**config.mk**
```make
export PLATFORM = sky130hd
export DESIGN_NAME = fetch_controller
export DESIGN_NICKNAME = d
export VERILOG_FILES = /design/src/rtl/fetch_ctrl_pkg.sv /design/src/rtl/next_pc_calc.sv /design/src/rtl/fetch_controller.sv
export SDC_FILE = /design/constraint.sdc
export NUM_CORES = 1
export LEC_CHECK = 0
export CAP_MARGIN = 10
export CORE_ASPECT_RATIO = 0.7
export CORE_MARGIN = 2
export CORE_UTILIZATION = 44
export DETAILED_ROUTE_END_ITERATION = 8
export HOLD_SLACK_MARGIN = 0.05
export PLACE_DENSITY = 0.78
export SYNTH_ARGS = -nofsm -noshare
export SYNTH_HDL_FRONTEND = slang
export SYNTH_SLANG_ARGS = --single-unit
```
**constraint.sdc**
```tcl
create_clock -name clk -period 2.3 [get_ports clk]
set_input_delay 0.23 -clock clk [delete_from_list [all_inputs] [get_ports clk]]
set_output_delay 0.23 -clock clk [all_outputs]
set_load 0.02 [all_outputs]
```
**src/rtl/fetch_ctrl_pkg.sv**
```systemverilog
// Shared types and constants for the instruction-fetch sequencer.
package fetch_ctrl_pkg;

    typedef enum logic [2:0] {
        IDLE,
        REQ,
        WAIT,
        HOLD,
        DROP
    } fetch_state_t;

    localparam logic [31:0] PC_STEP   = 32'd4;
    localparam logic [31:0] JALR_MASK = 32'hFFFF_FFFE;

endpackage

```
**src/rtl/next_pc_calc.sv**
```systemverilog
// Redirect target and redirect flag from the execute-stage control-flow inputs.
// Purely combinational (0 cycles); no handshake, so it has no backpressure.
module next_pc_calc
    import fetch_ctrl_pkg::*;
(
    input  logic        is_branch,
    input  logic        is_jump,
    input  logic        is_jalr,
    input  logic [31:0] pc_exec,
    input  logic [31:0] src1_value,
    input  logic [31:0] imm_value,
    output logic        redirect,
    output logic [31:0] target
);

    logic [31:0] jalr_sum;

    assign jalr_sum = src1_value + imm_value;
    assign redirect = is_branch | is_jump | is_jalr;

    // jal and taken branches share the PC-relative form, so only jalr needs to win.
    always_comb begin
        target = pc_exec + imm_value;
        if (is_jalr) begin
            target = jalr_sum & JALR_MASK;
        end
    end

endmodule

```
**src/rtl/fetch_controller.sv**
```systemverilog
// Owns the PC and sequences one-outstanding imem fetches into a decode holding slot; 3 cycles/instr.
// Decode backpressure via stall holds the slot; redirects override stall and flush in-flight work.
// FETCH_CTRL_TIMEOUT_EN adds a response watchdog driving fetch_error.
module fetch_controller
    import fetch_ctrl_pkg::*;
#(
    parameter logic [31:0] RESET_PC       = 32'h0000_0000,
    parameter int unsigned TIMEOUT_CYCLES = 16
) (
    input  logic        clk,
    input  logic        reset_n,
    input  logic        stall,
    input  logic        is_branch,
    input  logic        is_jump,
    input  logic        is_jalr,
    input  logic [31:0] pc_exec,
    input  logic [31:0] src1_value,
    input  logic [31:0] imm_value,
    output logic        imem_req,
    output logic [31:0] imem_addr,
    input  logic        imem_ready,
    input  logic        imem_rsp_valid,
    input  logic [31:0] imem_rsp_data,
    output logic        instr_valid,
    output logic [31:0] instr,
    output logic [31:0] instr_pc,
    output logic [31:0] pc,
    output logic        flush,
    output logic        fetch_error
);

    fetch_state_t state_q;
    logic [31:0]  pc_q;
    logic [31:0]  inflight_pc_q;
    logic [31:0]  instr_q;
    logic [31:0]  instr_pc_q;
    logic         flush_q;
    logic         redirect;
    logic [31:0]  target;
    logic         timeout;

    next_pc_calc u_next_pc_calc (
        .is_branch  (is_branch),
        .is_jump    (is_jump),
        .is_jalr    (is_jalr),
        .pc_exec    (pc_exec),
        .src1_value (src1_value),
        .imm_value  (imm_value),
        .redirect   (redirect),
        .target     (target)
    );

`ifdef FETCH_CTRL_TIMEOUT_EN
    localparam logic [7:0] TMO_LIMIT = 8'(TIMEOUT_CYCLES);

    logic [7:0] tmo_cnt_q;
    logic       fetch_error_q;
    logic       watching;

    assign watching = (state_q == WAIT) || (state_q == DROP);
    assign timeout  = watching && !imem_rsp_valid && !redirect &&
                      ((tmo_cnt_q + 8'd1) == TMO_LIMIT);

    // Clearing on every non-counting cycle also gives a fresh count on each state entry.
    always_ff @(posedge clk or negedge reset_n) begin
        if (!reset_n) begin
            tmo_cnt_q     <= '0;
            fetch_error_q <= 1'b0;
        end else begin
            if (timeout) begin
                fetch_error_q <= 1'b1;
            end
            if (watching && !imem_rsp_valid && !timeout && !(redirect && state_q == WAIT)) begin
                tmo_cnt_q <= tmo_cnt_q + 8'd1;
            end else begin
                tmo_cnt_q <= '0;
            end
        end
    end

    assign fetch_error = fetch_error_q;
`else
    assign timeout     = 1'b0;
    assign fetch_error = 1'b0;
`endif

    always_ff @(posedge clk or negedge reset_n) begin
        if (!reset_n) begin
            state_q       <= IDLE;
            pc_q          <= RESET_PC;
            inflight_pc_q <= '0;
            instr_q       <= '0;
            instr_pc_q    <= '0;
            flush_q       <= 1'b0;
        end else begin
            flush_q <= redirect;
            if (redirect) begin
                pc_q <= target;
            end
            case (state_q)
                IDLE: state_q <= REQ;
                REQ: begin
                    if (imem_ready) begin
                        inflight_pc_q <= pc_q;
                        if (redirect) begin
                            state_q <= DROP;
                        end else begin
                            pc_q    <= pc_q + PC_STEP;
                            state_q <= WAIT;
                        end
                    end
                end
                WAIT: begin
                    if (redirect) begin
                        // A response landing with the redirect is simply discarded.
                        state_q <= imem_rsp_valid ? REQ : DROP;
                    end else if (imem_rsp_valid) begin
                        instr_q    <= imem_rsp_data;
                        instr_pc_q <= inflight_pc_q;
                        state_q    <= HOLD;
                    end else if (timeout) begin
                        pc_q    <= inflight_pc_q;
                        state_q <= REQ;
                    end
                end
                HOLD: begin
                    if (redirect || !stall) begin
                        state_q <= REQ;
                    end
                end
                DROP: begin
                    if (imem_rsp_valid || timeout) begin
                        state_q <= REQ;
                    end
                end
                default: state_q <= IDLE;
            endcase
        end
    end

    assign imem_req    = (state_q == REQ);
    assign imem_addr   = pc_q;
    assign instr_valid = (state_q == HOLD);
    assign instr       = instr_q;
    assign instr_pc    = instr_pc_q;
    assign pc          = pc_q;
    assign flush       = flush_q;

endmodule

```
==> run summary, run 1 <==
vias - 9349
slew margin rel. - 65.2%
static leakage - 0.00682 uW
setup TNS - -63.9 ps
CP max-delay cell - ha_4
Core Region - 20700 um2
mapped cell area - 9270 um2
Max FO, Critical Path - 4
Final min period - 2320 ps
initial antenna violation count - 0
vias in the first global route - 9430
Area contributors post-synth - dfrtp_1 36%, mux2_2 12%, ha_1 8.4%
cell depth of the worst hold path - 4
VDD IR-drop max - 507 uV
Worst-Skew Late Latency - 410 ps
layout net count - 1625
Critical Path Sink Type - register
# IOs - 268
clk root buf - clkbuf_16
Worst Skew - 9.52 ps
crit path launch type - input pin
Min-Delay Endpoint - imem_addr[0]
routed len/inst - 18.4 um
R2R Setup Slk - 10 ps
share of cells above drive strength 1 - 38.3%
Hold Crit Start - pc_exec[0]
die area - 22300 um2
cell family with most CP delay - compound AO/OA/AOI/OAI gates
met1 track demand over resource - 36.9%
DRT Pass-1 Iters - 5
post-synthesis sequential area ratio - 35.6%
DRC viols - 0
Initial Util - 44.8%
# fillers - 1486
largest stage delay on the critical path - 310 ps
Final ANT Viol Nets - 0
predominant post-synthesis flop cell - dfrtp_1
r2r startpoint - state_q[1]
gpl congestion - 0.911
Hold Violations, Final - 0
largest net degree at the start of global routing - 65
total chip power - 10200 uW
chip height - 125 um
WP data arrival - 2640 ps
grt total ovfl - 0
result of the run - finished with violations
port bufs - 266
CTS clk-pin slew, worst paths - 60 ps
Yosys top cell area share - 35.6%
Crit Path Class - input pin to register
Core Util, Final - 74.1%
clock buffer depth - 2
Post-synth EDFFs - 0
routing usage on met2 - 46.4%
Cell Pwr Density - 668 nW/um2
clock sink total - 132
WP data required - 2620 ps
most instantiated cells after synthesis - 132 x dfrtp_1, 97 x mux2_2, 76 x nand2_1
Cell variety after synth - 77
Tcrit/Tclk final - 101%
Min-Delay Path Class - input pin to register
Total GRT Usage - 27.4%
max_cap viols - 0
M3 GR Usage - 4.32%
CTS tree - built
CP Cell Sequence - dlygate4sd2_1 > ha_4 > a21oi_4 > o211ai_1 > a41oi_2 > o211ai_1 > buf_4 > a31oi_4 > o21ai_4 > buf_6 > xor2_4 > a211oi_2 > a21oi_1
Setup Viol. Count Final - 5
Yosys top cell by area - dfrtp_1
row count - 44
FF+latch count, synth - 132
syn_area_per_cell - 9.64 um2
vias per cell - 5.46
cells after synthesis - 962
dpl hpwl - 23.5 mm
H-tree depth - 4
Synth-to-Final Area Change - 65.5%
reg-to-reg endpoint - imem_addr[25]
Async SR Flop Fraction - 100%
CTS buffer count - 17
die span in x - 178 um
WL final - 31.5 mm
Slew @ Worst Pin - 521 ps
Setup WS pre-CTS - -912 ps
gr busiest metal - met2
Fmax - 431 MHz
first-pass GRT wire length - 48.7 mm
critical path buffer and inverter count - 3
Detailed Route Iter0 Violations - 620
failing checks - negative setup slack
Synth Net Count - 1162
number of warnings issued by yosys - 0
cell mode on critical path - o211ai_1
Final WS setup - -19.6 ps
ANT cells - 0
final slew viol count - 0
Worst Reg-to-Reg Cells - 11
count leader, synth - dfrtp_1
==> power breakdown <==
group | switching, uW | leakage, uW | internal (uW)
sequential | 361 | 0.00169 | 2800
combinational | 2070 | 0.00485 | 2290
clock | 1100 | 0.000285 | 1630
==> worst max-delay path by stage <==
| stage | startpoint | endpoint | slack, ps | cells past startpoint |
|---|---|---|---|---|
| finish | pc_exec[6] | imem_addr[25] | -20 | 13 |
| global route | state_q[1] | imem_addr[25] | -90 | 11 |
| CTS | imm_value[0] | imem_addr[24] | -30 | 14 |
| detailed placement | imm_value[0] | imem_addr[28] | -910 | 14 |
| global placement | pc_exec[8] | imem_addr[29] | -850 | 12 |
| floorplan | pc_exec[0] | imem_addr[28] | -110 | 12 |
==> repair_timing <==
item,in CTS,in global routing
buffers inserted,15,14
pin swaps,83,87
endpoints found under the setup margin,24,21
hold endpoints to repair,51,0
hold buffers,1,0
resized for setup,187,121
cloned,0,0
==> final cells by class <==
cell class | instances | area, um2 | share of cell area [%]
clock buffers | 17 | 425 | 2.77
clock inverters | 14 | 168 | 1.09
inverters | 14 | 52.6 | 0.342
multi-input cells | 743 | 6580 | 42.9
flip-flops and latches | 132 | 3300 | 21.5
well taps | 276 | 345 | 2.25
repair buffers | 517 | 4470 | 29.2
==> metrics by stage <==
step                      cell area, um2  hold slack [ps]  cells
final                              15300              201   1713
after global routing               15300              192   1713
after CTS                          14900              192   1699
after detailed placement           13600              215   1653
after global placement             13600              206   1653
after floorplan                     9370            -65.6    962
==> per-layer routing <==
metal / routed length, um / vias to the layer above
met4: 449 / 0
met3: 1980 / 42
met1: 13900 / 4519
li1: - / 4401
met2: 15200 / 387
met5: 0 / -
==> kinds of logic (layout without fill, tap and decap cells) <==
logic type / Yosys count / in the layout / share of synthesized area [%]
other: 1 / 1 / 0.0404
AOI/OAI and AO/OA: 253 / 253 / 18.1
and+or+nand+nor: 253 / 253 / 13.5
DFF: 132 / 132 / 35.6
buffers and inverters: 87 / 562 / 5.03
xor gates and xnor gates: 74 / 74 / 6.99
adders and majority gates: 64 / 64 / 8.80
muxes: 98 / 98 / 11.9
==> sequential cells by signal, summed over array words and instances, names as in the netlist <==
| register | cells |
|---|---|
| inflight_pc_q | 32 |
| flush | 1 |
| imem_addr | 32 |
| instr | 32 |
| state_q | 3 |
| instr_pc | 32 |
==> worst min-delay path, cell delays in order <==
cell	delay [ps]
buf_6	70
ha_4	110
nand2_1	40
a21oi_1	120
==> placed cells by master (no fill, tap or decap), drive strengths merged, types with 5 or more instances in the layout <==
master         synthesis  layout
inv                   14      21
a21o                  25      25
o22ai                  5       5
nor2b                 15      15
a211oi                13      13
xor2                  30      30
dlygate4sd2            0      20
nor3                  12      12
nor3b                  6       6
o21a                   5       5
clkdlybuf4s50          0     207
o21ai                 55      55
clkdlybuf4s15          0       6
buf                   40     259
nand4                 18      18
nor2                  57      57
dfrtp                132     132
clkbuf                33      38
a22oi                  7       7
ha                    62      62
nand2b                12      12
o31ai                 10      10
o211ai                 8       8
mux2                  97      97
nand3                 20      20
a21oi                 72      72
xnor2                 44      44
nand2                 76      76
o21bai                 7       7
a31oi                 11      11
a21boi                 5       5
and3                  16      16
and2                   5       5
(Power assumes the default switching activity.)
==> run 2: changes to the inputs <==
- CORE_UTILIZATION: 44 -> 45
- DONT_BUFFER_PORTS: default -> 1
- MAX_ROUTING_LAYER: default -> met4
- PLACE_DENSITY: 0.78 -> default
==> run 2 against run 1 <==
  * Clock skew up 4.3 ps
  * Final area decreased by 24%
  * The run ends with negative hold slack left
  * Flip-flop and latch count stayed put
  * Sequential share of layout area rose by 6.9 points
  * Count of clock-buffer cells in the layout is the same
  * Register-to-register slack improved by 96 ps
  * Cell count is 19% lower
  * Global-route usage down 2.1 points
  * Via count is 14% lower
  * First-iteration DRC count fell by 31%
  * Setup slack improved by 130 ps
  * Combinational power fell by 29%
==> run summary, run 2 (synthesis gave the netlist of run 1 again) <==
Max FO, Critical Path - 5 (was 4)
first-pass GRT wire length - 41.9 mm (was 48.7 mm)
r2r startpoint - state_q[2] (was state_q[1])
Cell Pwr Density - 769 nW/um2 (was 668 nW/um2)
CTS tree - built (unchanged)
DRC viols - 0 (unchanged)
DRT Pass-1 Iters - 5 (unchanged)
ANT cells - 0 (unchanged)
WP data arrival - 2530 ps (was 2640 ps)
commonest cells after routing, fill and taps aside - 166 x buf_4, 132 x dfrtp_1, 96 x mux2_2 (was 238 x buf_4, 207 x clkdlybuf4s50_1, 131 x dfrtp_1)
CTS Hold Bufs - 35 (was 1)
port bufs - 0 (was 266)
Total GRT Usage - 25.3% (was 27.4%)
Final ANT Viol Nets - 0 (unchanged)
CP Cell Sequence - nor4bb_4 > and2_4 > and4_4 > buf_12 > nand4_1 > xnor2_1 > nor2_1 > or3_1 > a21oi_2 (was dlygate4sd2_1 > ha_4 > a21oi_4 > o211ai_1 > a41oi_2 > o211ai_1 > buf_4 > a31oi_4 > o21ai_4 > buf_6 > xor2_4 > a211oi_2 > a21oi_1)
layout net count - 1312 (was 1625)
post-route insts no fill - 1394 (was 1713)
VDD IR-drop max - 612 uV (was 507 uV)
# IOs - 268 (unchanged)
Core Region - 20000 um2 (was 20700 um2)
row count - 43 (was 44)
vias in the first global route - 7777 (was 9430)
Worst-Skew Late Latency - 400 ps (was 410 ps)
CP max-delay cell - dfrtp_1 (was ha_4)
vias - 7998 (was 9349)
clock sink total - 132 (unchanged)
chip height - 124 um (was 125 um)
gpl congestion - 0.907 (was 0.911)
largest net degree at the start of global routing - 133 (was 65)
CTS buffer count - 17 (unchanged)
routed len/inst - 19.4 um (was 18.4 um)
Post-Layout Inst Area - 11600 um2 (was 15300 um2)
Hold Violations, Final - 132 (was 0)
Final WS setup - 106 ps (was -19.6 ps)
CTS clk-pin slew, worst paths - 60 ps (about the same)
Setup Viol. Count Final - 0 (was 5)
vias per cell - 5.74 (was 5.46)
result of the run - finished with violations (unchanged)
clock buffer depth - 2 (unchanged)
Crit Path Class - register to register (was input pin to register)
die span in x - 176 um (was 178 um)
Hold Worst Slack - -479 ps (was 201 ps)
Initial Util - 46.3% (was 44.8%)
unrepaired setup endpoints after global routing - yes
static leakage - 0.00536 uW (was 0.00682 uW)
Tcrit/Tclk final - 95.4% (was 101%)
crit path launch type - register (was input pin)
Final min period - 2190 ps (was 2320 ps)
clk root buf - clkbuf_16 (unchanged)
R2R Setup Slk - 110 ps (was 10 ps)
Min-Delay Path Class - input pin to async pin (was input pin to register)
die area - 21800 um2 (was 22300 um2)
setup TNS - 0 ps (was -63.9 ps)
max_cap viols - 0 (unchanged)
Detailed Route Iter0 Violations - 429 (was 620)
total chip power - 8920 uW (was 10200 uW)
Slew @ Worst Pin - 819 ps (was 521 ps)
WP data required - 2630 ps (was 2620 ps)
Fmax - 456 MHz (was 431 MHz)
initial antenna violation count - 0 (unchanged)
share of cells above drive strength 1 - 30.2% (was 38.3%)
WL final - 27.1 mm (was 31.5 mm)
Worst Skew - 13.8 ps (was 9.52 ps)
Setup WS pre-CTS - -607 ps (was -912 ps)
failing checks - negative hold slack (was negative setup slack)
slew margin rel. - 45.2% (was 65.2%)
H-tree depth - 4 (unchanged)
Critical Path Sink Type - register (unchanged)
final slew viol count - 0 (unchanged)
dpl hpwl - 20.5 mm (was 23.5 mm)
# fillers - 1730 (was 1486)
placed cells - 1323 (was 1653)
Area after DPL - 10500 um2 (was 13600 um2)
grt total ovfl - 0 (unchanged)
commonest non-fill, non-tap cell in the layout - buf_4 (unchanged)
Synth-to-Final Area Change - 25.2% (was 65.5%)
crit path launch - state_q[2] (was pc_exec[6])
largest stage delay on the critical path - 400 ps (was 310 ps)
[run 2: final timing paths]
kind,endpoint,cells after the start
setup / recovery,imem_addr[28],9
hold / removal,instr_pc[6],0
setup reg to reg,imem_addr[28],9
hold reg to reg,inflight_pc_q[4],1
max in group asynchronous,imem_addr[22],0
min in group clk,imem_addr[2],2
[run 2: report_power, final]
part           total (uW)  switching [uW]  internal, uW  leakage (uW)
Clock                2630            1030          1600      0.000274
Combinational        3100            1660          1440       0.00340
Sequential           3190             389          2800       0.00169
[run 2: worst max-delay path, delay by kind of cell, from the launching register on]
kind | cells | cell delay (ps)
buf+inv | 1 | 120
flops | 1 | 400
compound gates | 1 | 100
simple gates | 6 | 1330
xor+xnor | 1 | 180
[run 2: cell type report]
type | instances | area [um2] | area share (%)
flip-flops and latches | 132 | 3300 | 28.5
clock buffers | 17 | 425 | 3.66
inverters | 14 | 52.6 | 0.453
well taps | 270 | 338 | 2.91
repair buffers | 204 | 1670 | 14.4
clock inverters | 14 | 155 | 1.34
multi-input cells | 743 | 5660 | 48.8
[run 2: per-layer routing]
layer	vias up	routed length, um	part of all wire (%)	track usage, %
met5	-	0	0	-
met4	0	291	1.1	4.80
met3	26	2160	8.0	6.62
met2	313	12200	45	38.7
met1	3874	12400	46	34.2
li1	3785	-	-	-
[run 2: stage by stage]
stage	utilization [%]	hold slack (ps)
2_1_floorplan	-	-65.6
3_3_place_gp	52.7	-63.0
3_5_place_dp	52.7	-63.0
4_1_cts	57.4	-494
5_1_grt	58.0	-509
6_report	58.0	-479
[run 2: repair_timing]
item                       CTS  global route
buffers inserted             0             4
hold endpoints to repair   187           132
pin swaps                    0             9
setup endpoints to repair    4            10
resized for setup            2            15
gates cloned                 0             1
==> run 3: changes to the inputs <==
- SKIP_LAST_GASP: default -> 1
- SYNTH_HIERARCHICAL: default -> 1
==> run 3 against run 2 <==
  * The run ends with negative hold slack, negative setup slack left
  * Die area rose by 1.9%
  * Highest routed layer unchanged
  * Largest cell class unchanged
  * First-iteration DRC count rose by 9.1%
  * Non-clock buffer count fell by 5
==> run summary, run 3 <==
result of the run - finished with violations (unchanged)
failing checks - negative hold slack, negative setup slack (was negative hold slack)
post-synthesis sequential area ratio - 34.9% (was 35.6%)
Hold Worst Slack - -481 ps (was -479 ps)
commonest non-fill, non-tap cell in the layout - nand2_1 (was buf_4)
largest net degree at the start of global routing - 133 (unchanged)
placed cells - 1393 (was 1323)
WP data required - 2630 ps (about the same)
Max FO, Critical Path - 3 (was 5)
final slew viol count - 0 (unchanged)
CTS tree - built (unchanged)
CTS Hold Bufs - 36 (was 35)
first-pass GRT wire length - 41.3 mm (was 41.9 mm)
Critical Path Sink Type - register (unchanged)
Synth Net Count - 1230 (was 1162)
routed len/inst - 17.7 um (was 19.4 um)
Yosys top cell area share - 34.9% (was 35.6%)
grt total ovfl - 0 (unchanged)
clock sink total - 132 (unchanged)
DRT Pass-1 Iters - 5 (unchanged)
largest stage delay on the critical path - 370 ps (was 400 ps)
Final ANT Viol Nets - 0 (unchanged)
initial antenna violation count - 0 (unchanged)
clk root buf - clkbuf_16 (unchanged)
number of warnings issued by yosys - 6 (was 0)
die area - 22200 um2 (was 21800 um2)
FF+latch count, synth - 132 (unchanged)
crit path launch type - input pin (was register)
CP Cell Sequence - ha_4 > fa_2 > a21o_1 > o2bb2ai_2 > a2bb2oi_2 > a211o_1 > a31oi_4 > a21oi_1 > nor2b_1 > mux2_4 > a311oi_2 > nand2_1 > o21ai_1 (was nor4bb_4 > and2_4 > and4_4 > buf_12 > nand4_1 > xnor2_1 > nor2_1 > or3_1 > a21oi_2)
Crit Path Class - input pin to register (was register to register)
Reg area - 3300 um2 (unchanged)
r2r startpoint - state_q[2] (unchanged)
syn_area_per_cell - 9.18 um2 (was 9.64 um2)
vias per cell - 5.47 (was 5.74)
crit path launch - pc_exec[0] (was state_q[2])
VDD IR-drop max - 528 uV (was 612 uV)
dpl hpwl - 19.6 mm (was 20.5 mm)
layout net count - 1376 (was 1312)
gpl congestion - 0.942 (was 0.907)
Worst-Skew Late Latency - 400 ps (about the same)
# fillers - 1865 (was 1730)
Post-synth EDFFs - 0 (unchanged)
clock buffer depth - 2 (unchanged)
Min-Delay Path Class - input pin to async pin (unchanged)
Tcrit/Tclk final - 103% (was 95.4%)
count leader, synth - nand2_1 (was dfrtp_1)
Synth-to-Final Area Change - 26.3% (was 25.2%)
Total GRT Usage - 24.0% (was 25.3%)
most instantiated cells after synthesis - 185 x nand2_1, 132 x dfrtp_1, 68 x mux2_2 (was 132 x dfrtp_1, 97 x mux2_2, 76 x nand2_1)
Post-Layout Inst Area - 11900 um2 (was 11600 um2)
R2R Setup Slk - 240 ps (was 110 ps)
CTS clk-pin slew, worst paths - 60 ps (about the same)
unrepaired setup endpoints after global routing - yes (unchanged)
# IOs - 268 (unchanged)
Final WS setup - -79.9 ps (was 106 ps)
DRC viols - 0 (unchanged)
Area after DPL - 10800 um2 (was 10500 um2)
share of cells above drive strength 1 - 29.3% (was 30.2%)
Cell Pwr Density - 754 nW/um2 (was 769 nW/um2)
Setup Viol. Count Final - 2 (was 0)
chip height - 125 um (was 124 um)
Async SR Flop Fraction - 100% (unchanged)
Worst Reg-to-Reg Cells - 6 (was 9)
Detailed Route Iter0 Violations - 468 (was 429)
CP max-delay cell - a211o_1 (was dfrtp_1)
Cell variety after synth - 88 (was 77)
commonest cells after routing, fill and taps aside - 185 x nand2_1, 162 x buf_4, 132 x dfrtp_1 (was 166 x buf_4, 132 x dfrtp_1, 96 x mux2_2)
Area contributors post-synth - dfrtp_1 35%, ha_1 8.2%, mux2_2 8.1% (was dfrtp_1 36%, mux2_2 12%, ha_1 8.4%)
Initial Util - 45.7% (was 46.3%)
predominant post-synthesis flop cell - dfrtp_1 (unchanged)
WP data arrival - 2710 ps (was 2530 ps)
Core Util, Final - 57.7% (was 58.0%)
ANT cells - 0 (unchanged)
mapped cell area - 9460 um2 (was 9270 um2)
port bufs - 0 (unchanged)
Final min period - 2380 ps (was 2190 ps)
cells after synthesis - 1030 (was 962)
vias in the first global route - 7933 (was 7777)
WL final - 25.9 mm (was 27.1 mm)
CTS buffer count - 17 (unchanged)
die span in x - 177 um (was 176 um)
post-route insts no fill - 1465 (was 1394)
Multi-input gate area - 6030 um2 (was 5660 um2)
vias - 8011 (was 7998)
static leakage - 0.00570 uW (was 0.00536 uW)
Slew @ Worst Pin - 825 ps (was 819 ps)
Yosys top cell by area - dfrtp_1 (unchanged)
H-tree depth - 4 (unchanged)
Worst Skew - 9.99 ps (was 13.8 ps)
Hold Violations, Final - 132 (unchanged)
max_cap viols - 0 (unchanged)
slew margin rel. - 45.0% (was 45.2%)
row count - 44 (was 43)
Core Region - 20700 um2 (was 20000 um2)
reg-to-reg endpoint - imem_addr[25] (was imem_addr[28])
Fmax - 420 MHz (was 456 MHz)
==> run 3: cell count changes after synthesis, sizes merged, moves of 8 or more <==
cell | before | now
nand2 | 76 | 187
mux2 | 97 | 69
nor2 | 57 | 40
o21ai | 55 | 72
nor4 | 3 | 11
==> run 3: kinds of logic after synthesis <==
group	synth area share, %
muxes	8.74
DFF	34.9
AOI/OAI and AO/OA	17.0
other	0.0396
and+or+nand+nor	17.6
xor gates and xnor gates	7.59
adders and majority gates	8.63
buffers and inverters	5.48
==> run 3: repair_timing <==
action | 4_1_cts | 5_1_grt
pin swaps | 5 | 20
gates resized for setup | 6 | 22
cloned | 0 | 0
setup buffers | 0 | 4
hold endpoints to repair | 174 | 132
endpoints found under the setup margin | 4 | 13
==> run 3: how the worst max path moves through the flow <==
stage / end / cells after the start
6_report: imem_addr[28] / 13
5_1_grt: imem_addr[28] / 13
2_1_floorplan: imem_addr[28] / 13
3_5_place_dp: imem_addr[28] / 13
4_1_cts: imem_addr[28] / 13
3_3_place_gp: imem_addr[28] / 13
==> run 3: critical path: cells and delay by family <==
family,cells,cell delay [ps]
AND/OR/NAND/NOR,2,220
AO/OA/AOI/OAI,8,1440
adder cells (fa/ha/maj),2,500
multiplexers,1,320
==> run 3: through the flow <==
| stage | power [uW] | worst slack [ps] | setup TNS (ps) |
|---|---|---|---|
| finish | 9000 | -79.9 | -150 |
| global route | 9590 | -197 | -563 |
| CTS | 9030 | -30.9 | -54.3 |
| detailed placement | 6230 | -574 | -5930 |
| global placement | 6180 | -569 | -5530 |
| floorplan | 5350 | -346 | -845 |
==> run 3: area by class of cell <==
type | count | area share (%)
multi-input combinational | 804 | 50.5
sequential | 132 | 27.7
timing repair buffer | 199 | 13.4
clock buffer | 19 | 3.71
tap | 276 | 2.89
clock inverter | 13 | 1.24
inverter | 22 | 0.691
==> run 3: power by group <==
part	leakage (uW)	internal (uW)	total, uW	switching, uW
clock	0.000277	1640	2690	1050
sequential	0.00172	2770	3200	431
combinational	0.00371	1320	3110	1780
==> run 3: per-layer routing <==
layer  up-vias  share of wire [%]  track usage (%)
met2       239                 46             36.8
met5         -                  0                -
met4         0               0.81             3.81
met3        18                6.4             4.90
li1       3930                  -                -
met1      3824                 47             33.3
